`src/rtl/icache_line_fill.sv`:
```
// rtl/icache_line_fill.sv - I-cache line-fill engine: invalidate victim, fetch 4 words, fill set, retag.
// Optional feature: ICACHE_CRITICAL_WORD_FIRST_EN (critical-word-first fetch order plus early-restart outputs).
module icache_line_fill #(
    parameter int PABITS   = 36,
    parameter int WAY_BITS = 2
) (
    input  logic                clk_i,
    input  logic                reset_i,
    input  logic                start_i,
    input  logic [PABITS-1:0]   paddr_i,
    input  logic [WAY_BITS-1:0] way_i,
    output logic                busy_o,
    output logic                done_o,
    output logic [WAY_BITS-1:0] fill_way_o,
    output logic [PABITS-13:0]  fill_tag_o,
    output logic [7:0]          fill_index_o,
    output logic                invalidate_line_o,
    output logic                validate_line_o,
    output logic                fill_line_o,
    output logic [7:0]          line_index_o,
    output logic [1:0]          line_offset_o,
    output logic [31:0]         line_in_o,
    output logic                mem_read_o,
    output logic [PABITS-1:0]   mem_address_o,
    input  logic                mem_ready_i,
    input  logic [31:0]         mem_data_in_i
`ifdef ICACHE_CRITICAL_WORD_FIRST_EN
    ,
    output logic                crit_valid_o,
    output logic [31:0]         crit_word_o
`endif
);

    typedef enum logic [1:0] {
        S_IDLE     = 2'd0,
        S_INVAL    = 2'd1,
        S_FETCH    = 2'd2,
        S_VALIDATE = 2'd3
    } state_t;

    state_t                state_q, state_d;
    logic [1:0]            cnt_q;
    logic [1:0]            addr_off_q;
    logic [PABITS-13:0]    fill_tag_q;
    logic [7:0]            fill_index_q;
    logic [WAY_BITS-1:0]   fill_way_q;
    logic [31:0]           line_in_q;
    logic [1:0]            line_offset_q;
    logic                  fill_line_q;
    logic                  accept;
    logic                  ack;
    logic [1:0]            first_off;

    // Byte-offset bits never reach memory; the word-offset bits are only used for critical-word-first.
    logic unused_paddr_low;
    assign unused_paddr_low = ^paddr_i[3:0];

    assign accept = (state_q == S_IDLE) && start_i;
    assign ack    = (state_q == S_FETCH) && mem_ready_i;

`ifdef ICACHE_CRITICAL_WORD_FIRST_EN
    assign first_off = paddr_i[3:2];
`else
    assign first_off = 2'b00;
`endif

    always_ff @(posedge clk_i) begin
        if (reset_i) begin
            state_q <= S_IDLE;
        end else begin
            state_q <= state_d;
        end
    end

    always_comb begin
        state_d = state_q;
        case (state_q)
            S_IDLE:     if (start_i) state_d = S_INVAL;
            S_INVAL:    state_d = S_FETCH;
            S_FETCH:    if (mem_ready_i && (cnt_q == 2'd3)) state_d = S_VALIDATE;
            S_VALIDATE: state_d = S_IDLE;
            default:    state_d = S_IDLE;
        endcase
    end

    // Each ack is registered so the set sees FillLine one cycle later; the 4th lands with VALIDATE.
    always_ff @(posedge clk_i) begin
        if (reset_i) begin
            cnt_q         <= 2'd0;
            addr_off_q    <= 2'd0;
            fill_tag_q    <= '0;
            fill_index_q  <= 8'd0;
            fill_way_q    <= '0;
            line_in_q     <= 32'd0;
            line_offset_q <= 2'd0;
            fill_line_q   <= 1'b0;
        end else begin
            fill_line_q <= ack;
            if (accept) begin
                fill_tag_q   <= paddr_i[PABITS-1:12];
                fill_index_q <= paddr_i[11:4];
                fill_way_q   <= way_i;
                addr_off_q   <= first_off;
                cnt_q        <= 2'd0;
            end
            if (ack) begin
                line_in_q     <= mem_data_in_i;
                line_offset_q <= addr_off_q;
                addr_off_q    <= addr_off_q + 2'd1;
                cnt_q         <= cnt_q + 2'd1;
            end
        end
    end

`ifdef ICACHE_CRITICAL_WORD_FIRST_EN
    logic crit_valid_q;

    always_ff @(posedge clk_i) begin
        if (reset_i) begin
            crit_valid_q <= 1'b0;
        end else begin
            crit_valid_q <= ack && (cnt_q == 2'd0);
        end
    end

    assign crit_valid_o = crit_valid_q;
    assign crit_word_o  = line_in_q;
`endif

    always_comb begin
        busy_o            = (state_q != S_IDLE);
        invalidate_line_o = (state_q == S_INVAL);
        mem_read_o        = (state_q == S_FETCH);
        validate_line_o   = (state_q == S_VALIDATE);
        done_o            = (state_q == S_VALIDATE);
        fill_line_o       = fill_line_q;
        fill_way_o        = fill_way_q;
        fill_tag_o        = fill_tag_q;
        fill_index_o      = fill_index_q;
        line_index_o      = fill_index_q;
        line_offset_o     = line_offset_q;
        line_in_o         = line_in_q;
        mem_address_o     = {fill_tag_q, fill_index_q, addr_off_q, 2'b00};
    end

endmodule

```
`config.mk`:
```
export PLATFORM = sky130hd
export DESIGN_NAME = icache_line_fill
export DESIGN_NICKNAME = d
export VERILOG_FILES = /design/src/rtl/icache_line_fill.sv
export SDC_FILE = /design/constraint.sdc
export NUM_CORES = 1
export LEC_CHECK = 0
export ABC_AREA = 1
export CAP_MARGIN = 20
export CORE_MARGIN = 2
export CORE_UTILIZATION = 35
export CTS_CLUSTER_DIAMETER = 80
export CTS_CLUSTER_SIZE = 28
export DETAILED_ROUTE_END_ITERATION = 6
export DONT_BUFFER_PORTS = 1
export PLACE_DENSITY = 0.54
export REMOVE_ABC_BUFFERS = 1
export SKIP_CTS_REPAIR_TIMING = 1
export SYNTH_ARGS = -nofsm -noshare
export SYNTH_HDL_FRONTEND = slang
export SYNTH_SLANG_ARGS = --single-unit
```
`constraint.sdc`:
```
create_clock -name clk_i -period 1.1 [get_ports clk_i]
set_input_delay 0.22 -clock clk_i [delete_from_list [all_inputs] [get_ports clk_i]]
set_output_delay 0.22 -clock clk_i [all_outputs]
set_load 0.03 [all_outputs]
```
# Word-level counts from Yosys, hierarchy flattened

Index checks and enable logic that the tools add are counted.

Multiplexer cells: 6
Equality and inequality tests: 6
Reduce and logical (&&, ||, !) cells: 7
$add $sub $neg: 2

Operator list:

| kind                  | number |
|---|---|
| $mux W2               | 5 |
| $pmux W2 S4           | 1 |
| $eq A2 B2 Y1 const B  | 3 |
| $add A2 B1 Y2 const B | 2 |
| $reduce_bool A2 Y1    | 2 |
| $logic_and A1 B1 Y1   | 3 |
| $eq A2 B1 Y1 const B  | 1 |
| $logic_not A2 Y1      | 1 |
| $ne A2 B1 Y1 const B  | 1 |
| $ne A2 B2 Y1 const B  | 1 |
| $reduce_and A2 Y1     | 1 |

Input port bits: 74
Register bits: 75
Logic and storage cells: 30

# Longest topological paths before layout

Gate-level depths: netlist of run 1.

Word-level depth: 4
Gate-level depth with buffers: 8
Gate-level depth less buffers: 7

# Worst setup path after synthesis of run 1

Ideal clock, no wire load.

Kind: register to register
Start point: register state_q[0]
End point: register line_in_q[10], in the netlist line_in_o[10]
Arrival: 1326 ps
Slack: -339 ps
Required time: 987 ps
Path buffers: 2
Stages on the path, launching flop included: 8
Period minus slack after synthesis: 1439 ps
Cell sequence: dfxtp_1 -> inv_1 -> ha_1 -> nand2_2 -> buf_6 -> buf_6 -> o21ai_1 -> nor2_1

Word-level cells in the longest chain between the ends: 2

RTL lines:

| element                  | line | text |
|---|---|---|
| start: declaration       | 41   | `state_t state_q, state_d;` |
| start signal: assignment | 71   | `state_q <= state_d;` |
| $eq A2 B2 Y1             | n/a  |  |
| net mem_read_o           | 23   | `output logic mem_read_o,` |
| $logic_and A1 B1 Y1      | 59   | `assign ack = (state_q == S_FETCH) && mem_ready_i;` |
| end signal: assignment   | 107  | `line_in_q <= mem_data_in_i;` |
| end: declaration         | 47   | `logic [31:0] line_in_q;` |

The timed path passes the listed nets, and every way through them passes these cells.
A chain may end at the register's enable or synchronous reset.

# Worst setup path in the final report of run 1

Start point: register state_q[1]
End point: output busy_o

Word-level cells in the longest chain between the ends: 1

RTL lines:

| element            | line | text |
|---|---|---|
| $reduce_bool A2 Y1 | 131  | `busy_o = (state_q != S_IDLE);` |
| end: declaration   | 12   | `output logic busy_o,` |

No other way between the ends.

==> flow_summary_export.csv, run 1 <==
group,metric,value,unit
timing,setup_viol,79,
power_and_ir_drop,internal_power,0.00776,W
setup_path,crit_buf_inv,3,
placement,place_inst,488,
floorplan,dieHeight,97.6,um
cells_and_area,drive_gt1_frac,0.516,
cells_and_area,area_growth,43.4,%
cells_and_area,n_antenna_cell,0,
timing,holdWs,12.2,ps
grt,grt_use_total,0.145,
setup_path,crit_type,"reg -> out",
drt,viasPerCell,4.85,
cells_and_area,final_common_cell,"nor2_1",
cts,root_buffer,"clkbuf_8",
power_and_ir_drop,swShare,0.436,
setup_path,cpMaxStageDelayCell,"dfxtp_4",
floorplan,io_pins,192,
timing,max_freq,0.721,GHz
grt,antenna_found_initial,0,
cts,clockBufferDepth,2,
cts,cts_tree,"done",
yosys,syn_inst,387,
placement,place_congestion,0.754,
yosys,synth_area_leaders,"dfxtp_1, nor2_1, buf_4",
setup_path,max_stage_delay,360,ps
timing,skew,9.50,ps
setup_path,crit_family,"flip-flops",
placement,dpl.hpwl,5.19,mm
floorplan,rows,34,
setup_path,rr_worst_depth,7,
setup_path,cp_cell_sequence,"inv_4 -> ha_4 -> buf_6 -> clkinvlp_4",
flow_run,drv_cap,0,
yosys,synth_area,3070,sq um
timing,final.period_utilization,1.26,
cells_and_area,multi_input_area,1300,sq um
drt,dr.pass1.iters,4,
drt,routed_wl,8.20,mm
drt,drtAntennaViolNets,0,
power_and_ir_drop,clkPwrFrac,0.165,
power_and_ir_drop,peakVddDrop,953,uV
power_and_ir_drop,seq_power_share,0.336,
yosys,syn_avg_cell_area,7.93,sq um
setup_path,cp_num_cells,4,
power_and_ir_drop,combPwrFrac,0.499,
drt,drc,0,
power_and_ir_drop,p_sw,0.00600,W
setup_path,crit_fanout,3,
yosys,yosys_warnings,0,
timing,finalMaxSlewViolations,0,
timing,setup_ws,-287,ps
hold_path,holdPathStages,2,
grt,grt_pass1_wl,11.0,mm
cts,ctsHtreeMaxLevel,3,
yosys,synth_seq_cells,75,
outcome,failed_checks,"negative setup slack",
cells_and_area,instances_no_fill,527,
timing,hold_viol,0,
drt,drtIter0Drc,65,
yosys,yosysSeqAreaShare,0.489,
timing,fin_crit,1390,ps
cts,cts_buffers,9,
cts,clkTransAtPathRegs,80,ps
floorplan,core,8590,sq um
cells_and_area,fin_nets,493,
placement,port_buffers,0,
power_and_ir_drop,p_leak,1.77,nW
floorplan,dieArea,9530,sq um
floorplan,die_x,97.6,um
setup_path,required,880,ps
yosys,netlist-cell-type-count,20,
hold_path,hp-class,"in -> reg",
yosys,yosysTopAreaCell,"dfxtp_1",
drt,avgRoutedWirePerCell,15.6,um
placement,pre_cts_ws,-143,ps
setup_path,arrival,1170,ps
setup_path,cp-end-kind,"primary output",
cts,clkLatencyLatePin,340,ps
placement,placed_area,3360,sq um
cells_and_area,design_area,4400,sq um
timing,rsz0062_at_grt,"yes",
power_and_ir_drop,p_per_area,3130,nW/um^2
grt,grt_max_degree,32,
floorplan,initial_utilization,0.357,
cells_and_area,layout_common_cells,"nor2_1, dfxtp_2, o21ai_1, buf_12, buf_4",
cts,clock-sinks,75,
outcome,status,"finished with violations",
cells_and_area,n_fill_cell,776,
drt,vias,2558,
cells_and_area,utilization,0.512,
grt,grt_pass1_vias,2182,
yosys,synth_top_area_share,0.489,
cells_and_area,layout.area.seq,1610,sq um
grt,grt_overflow,0,
setup_path,cp-start-kind,"flop",
flip-flops by register name, summed over array words and instances (netlist names):
signal         cells
fill_way_o         2
fill_tag_o        24
fill_line_o        1
state_q            2
cnt_q              2
line_offset_o      2
fill_index_o       8
line_in_o         32
addr_off_q         2
cell families (layout without fill, tap and decap cells):
kind of cell,Yosys count,in the layout,synth area share
AND/OR/NAND/NOR,158,158,0.198
other,1,2,0.00122
flip-flops,75,75,0.489
adder cells (fa/ha/maj),5,5,0.0204
AO/OA/AOI/OAI,74,74,0.121
buffers and inverters,74,105,0.170
final timing paths:
| path | endpoint | from | slack [ps] |
|---|---|---|---|
| hold reg to reg | cnt_q[1] | cnt_q[1] | 480 |
| hold / removal | fill_tag_o[22] | paddr_i[34] | 10 |
| setup reg to reg | fill_tag_o[1] | state_q[1] | -230 |
| setup / recovery | busy_o | state_q[1] | -290 |
area by class of cell:
cell class | instances | area share
multi-input cells | 239 | 0.295
clock buffers | 11 | 0.0298
clock inverters | 5 | 0.0176
repair buffers | 78 | 0.247
inverters | 11 | 0.0136
well taps | 108 | 0.0307
flip-flops and latches | 75 | 0.366
per-stage QoR:
step                      setup TNS, ps  total power (W)
after global routing             -18000           0.0145
final                            -12270           0.0138
after CTS                        -13220           0.0117
after detailed placement          -8130          0.00939
after global placement            -6210          0.00930
after floorplan                  -34160          0.00750
Yosys cell counts (all sizes together):
master	number
nor2	142
dfxtp	75
conb	1
ha	5
inv	11
nand3	3
clkbuf	6
buf	57
nand2	13
o21ai	70
a21oi	3
o21bai	1
worst reg2reg max path: cells and delay by family, from the launching register on:
kind	cells	cell delay, ps
DFF	1	370
buffers and inverters	3	400
and+or+nand+nor	2	230
AOI/OAI and AO/OA	1	90
adders and majority gates	1	150
routing by layer:
metal,vias up,part of all wire,GRT usage
li1,1239,-,-
met1,1179,0.37,0.157
met2,120,0.53,0.249
met3,20,0.071,0.0518
met4,0,0.025,0.0726
met5,-,0,0
power by group through the flow:
stage               clock, W  sequential [W]  combinational (W)
finish               0.00228         0.00462            0.00686
global route         0.00245         0.00469            0.00732
CTS                  0.00234         0.00433            0.00500
detailed placement         0         0.00439            0.00500
global placement           0         0.00437            0.00493
floorplan                  0         0.00580            0.00170
No activity file was read; power rests on OpenSTA's default activity.
==> inputs of run 2 (changes only) <==
- CTS_CLUSTER_SIZE: 28 -> 30
- SETUP_SLACK_MARGIN: default -> 0.2
==> run 2 against run 1 <==
Against the previous run: the run still ends with negative setup slack left; total power increased by 1.1%; global-route usage unchanged; clock skew decreased by 1.8 ps; register-to-register slack improved by 30 ps; final cell count unchanged; clock power about the same; critical path type unchanged; largest power group unchanged.
==> flow_summary_export.csv, run 2 (synthesis gave the netlist of run 1 again) <==
group,metric,value,unit
cells_and_area,final_common_cell,"nor2_1",
cts,cts_tree,"done",
cells_and_area,drive_gt1_frac,0.527,
drt,vias,2533,
floorplan,die_x,97.6,um
setup_path,arrival,1160,ps
timing,setup_viol,79,
outcome,failed_checks,"negative setup slack",
timing,skew,7.66,ps
cts,clkLatencyLatePin,340,ps
setup_path,crit_type,"reg -> out",
timing,max_freq,0.723,GHz
floorplan,io_pins,192,
floorplan,initial_utilization,0.357,
grt,grt_overflow,0,
power_and_ir_drop,peakVddDrop,938,uV
hold_path,hp-class,"in -> reg",
setup_path,cp-start-kind,"flop",
cells_and_area,fin_nets,493,
cts,root_buffer,"clkbuf_8",
cells_and_area,utilization,0.529,
cells_and_area,largest_reg_flops,32,
timing,finalMaxSlewViolations,0,
cts,clkTransAtPathRegs,80,ps
drt,routed_wl,8.18,mm
setup_path,crit_fanout,3,
power_and_ir_drop,p_leak,1.80,nW
grt,grt_pass1_vias,2182,
outcome,status,"finished with violations",
setup_path,reg2reg_slack,-200,ps
cts,clock-sinks,75,
setup_path,required,880,ps
placement,port_buffers,0,
timing,final.period_utilization,1.26,
drt,dr.pass1.iters,4,
grt,grt_max_degree,32,
drt,drtAntennaViolNets,0,
placement,place_congestion,0.754,
power_and_ir_drop,p_per_area,3060,nW/um^2
drt,avgRoutedWirePerCell,15.5,um
grt,grt_pass1_wl,11.0,mm
flow_run,drv_cap,0,
placement,dpl.hpwl,5.19,mm
cts,cts_buffers,9,
drt,drc,0,
drt,viasPerCell,4.81,
timing,hold_viol,0,
cts,ctsHtreeMaxLevel,3,
floorplan,dieHeight,97.6,um
cells_and_area,n_antenna_cell,0,
timing,tns,-11970,ps
timing,fin_crit,1380,ps
cells_and_area,area_growth,48.1,%
floorplan,rows,34,
floorplan,dieArea,9530,sq um
setup_path,cp-end-kind,"primary output",
cells_and_area,layout_common_cells,"nor2_1, o21ai_1, dfxtp_4, dfxtp_2, buf_12",
cts,clockBufferDepth,2,
timing,rsz0062_at_grt,"yes",
placement,pre_cts_ws,-143,ps
drt,drtIter0Drc,53,
floorplan,core,8590,sq um
timing,setup_ws,-283,ps
grt,antenna_found_initial,0,
grt,grt_use_total,0.145,
## run 2: cell counts in the layout (fill, tap and decap cells not counted)
Identical to the previous run, type by type.
## run 2: path summary, 6_finish.rpt
check	cells after the start	start	to
worst max-delay path	4	state_q[1]	busy_o
worst min-delay path	2	paddr_i[34]	fill_tag_o[22]
worst max register to register	7	state_q[1]	fill_index_o[2]
worst min register to register	2	cnt_q[1]	cnt_q[1]
## run 2: layout make-up
| class | count | area, sq um |
|---|---|---|
| Inverter | 11 | 60.1 |
| Clock buffer | 11 | 131 |
| Fill cell | 752 | 4050 |
| Tap cell | 108 | 135 |
| Sequential cell | 75 | 1710 |
| Clock inverter | 5 | 77.6 |
| Multi-Input combinational cell | 239 | 1300 |
| Timing Repair Buffer | 78 | 1130 |
## run 2: routing by layer
layer / routed length, um / up-vias / GRT usage
met5: 0 / - / 0
met4: 173 / 0 / 0.0726
met3: 585 / 18 / 0.0518
met2: 4370 / 115 / 0.249
met1: 3050 / 1162 / 0.157
li1: - / 1238 / -
## run 2: worst max-delay path, stage by stage (launching register included)
cell        delay (ps)
dfxtp_4            360
inv_4               70
ha_4               130
buf_6              100
clkinvlp_4         150
## run 2: where the power goes
| part | total (W) | switching (W) | leakage, nW | internal, W |
|---|---|---|---|---|
| combinational | 0.00694 | 0.00391 | 1.04 | 0.00303 |
| clock | 0.00226 | 0.000990 | 0.103 | 0.00127 |
| sequential | 0.00471 | 0.00109 | 0.658 | 0.00361 |
## run 2: per-stage QoR
step / std cells / hold slack [ps] / area (sq um) / total power (W)
after global routing: 527 / 8.53 / 4550 / 0.0146
final: 527 / 17.8 / 4550 / 0.0139
after CTS: 504 / -78.1 / 3560 / 0.0117
after detailed placement: 488 / 295 / 3360 / 0.00939
after global placement: 488 / 292 / 3360 / 0.00930
after floorplan: 325 / 289 / 2590 / 0.00750
==> inputs of run 3 (changes only) <==
- CORE_ASPECT_RATIO: default -> 1.1
==> run 3 against run 2 <==
Against the previous run: critical endpoint unchanged; count of clock-buffer cells in the layout stayed put; critical path type unchanged; global-route usage is 0.34 points lower; critical path depth stayed put; flip-flop and latch count stayed put; final cell count is 2.5% lower; fmax is 0.16% higher; design area is 4.0% lower; register-to-register slack worse by 40 ps; highest routed layer unchanged; sequential power is 0.8% lower; the run still ends with negative setup slack left; clock power is 6% higher; clock skew is 3.0 ps higher.
==> flow_summary_export.csv, run 3 (synthesis gave the netlist of run 1 again) <==
group,metric,value,unit
floorplan,core,8450,sq um
grt,grt_use_total,0.141,
drt,avgRoutedWirePerCell,15.3,um
outcome,status,"finished with violations",
cells_and_area,design_area,4370,sq um
timing,setup_viol,79,
timing,final.period_utilization,1.26,
drt,drc,0,
setup_path,crit_type,"reg -> out",
setup_path,rr_startpoint,"state_q[1]",
hold_path,hold_start,"paddr_i[8]",
cells_and_area,drive_gt1_frac,0.496,
cts,cts_tree,"done",
setup_path,arrival,1160,ps
timing,fin_crit,1380,ps
grt,grt_max_degree,40,
placement,port_buffers,0,
floorplan,initial_utilization,0.363,
setup_path,required,880,ps
cts,ctsHtreeMaxLevel,3,
grt,grt_pass1_vias,2336,
drt,vias,2458,
timing,skew,10.6,ps
cells_and_area,utilization,0.517,
timing,tns,-12220,ps
placement,placed_area,3280,sq um
grt,antenna_found_initial,0,
placement,dpl.hpwl,4.87,mm
cells_and_area,n_antenna_cell,0,
outcome,failed_checks,"negative setup slack",
floorplan,rows,35,
timing,setup_ws,-281,ps
cts,clkLatencyLatePin,330,ps
setup_path,cpMaxStageDelayCell,"dfxtp_4",
timing,holdWs,19.2,ps
cells_and_area,fin_nets,477,
power_and_ir_drop,peakVddDrop,1120,uV
setup_path,cp-start-kind,"flop",
cts,clockBufferDepth,2,
timing,max_freq,0.724,GHz
floorplan,die_x,93.3,um
drt,dr.pass1.iters,4,
grt,grt_pass1_wl,10.5,mm
cells_and_area,largest_reg_flops,32,
timing,rsz0062_at_grt,"yes",
cts,cts_buffers,9,
drt,drtIter0Drc,40,
flow_run,drv_cap,0,
timing,finalMaxSlewViolations,0,
setup_path,cp_cell_sequence,"inv_4 -> ha_4 -> buf_6 -> clkinvlp_4",
power_and_ir_drop,p_per_area,3100,nW/um^2
cells_and_area,area_growth,42.3,%
hold_path,hp-class,"in -> reg",
cts,clock-sinks,75,
floorplan,dieHeight,102,um
drt,routed_wl,7.85,mm
setup_path,max_stage_delay,370,ps
floorplan,dieArea,9540,sq um
grt,grt_overflow,0,
cts,root_buffer,"clkbuf_8",
setup_path,cp-end-kind,"primary output",
floorplan,io_pins,192,
cells_and_area,layout_common_cells,"nor2_1, o21ai_1, dfxtp_4, dfxtp_2, buf_12",
cts,clkTransAtPathRegs,80,ps
placement,place_congestion,0.709,
placement,pre_cts_ws,-217,ps
timing,hold_viol,0,
drt,viasPerCell,4.78,
drt,drtAntennaViolNets,0,
cells_and_area,final_common_cell,"nor2_1",
setup_path,crit_fanout,4,
setup_path,cp-startpoint,"state_q[1]",
power_and_ir_drop,p_leak,1.71,nW
-- run 3: worst max-delay path, delay by kind of cell (launching register included) --
family     cells  cell delay, ps
flops          1             370
fa+ha+maj      1             130
buf+inv        3             320
-- run 3: final cells by class --
cell class | instances | area (sq um)
clock buffer | 11 | 141
clock inverter | 5 | 85.1
fill | 772 | 4090
inverter | 11 | 66.3
multi-input combinational | 239 | 1250
sequential | 75 | 1690
tap | 111 | 139
timing repair buffer | 62 | 998
-- run 3: where the power goes --
part / internal (W) / leakage, nW / switching (W) / total [W]
logic: 0.00272 / 0.949 / 0.00374 / 0.00647
clock network: 0.00135 / 0.110 / 0.00104 / 0.00239
registers: 0.00359 / 0.655 / 0.00108 / 0.00467
total: 0.00767 / 1.71 / 0.00586 / 0.0135
-- run 3: routing by layer --
layer  up-vias  wire length (um)  track usage
li1       1208                 -            -
met1      1092              2980        0.143
met2       140              3920        0.251
met3        18               831       0.0671
met4         0               118       0.0588
met5         -                 0            0
-- run 3: through the flow --
step / power, W / instances
final: 0.0135 / 514
after CTS: 0.0116 / 502
after global placement: 0.00913 / 486
after floorplan: 0.00750 / 325
after detailed placement: 0.00923 / 486
after global routing: 0.0143 / 514
-- run 3: worst paths after layout --
check,cells after the start,to,slack (ps)
min reg2reg,2,cnt_q[1],490
min,2,fill_index_o[4],20
max,4,busy_o,-280
max reg2reg,8,fill_tag_o[19],-240
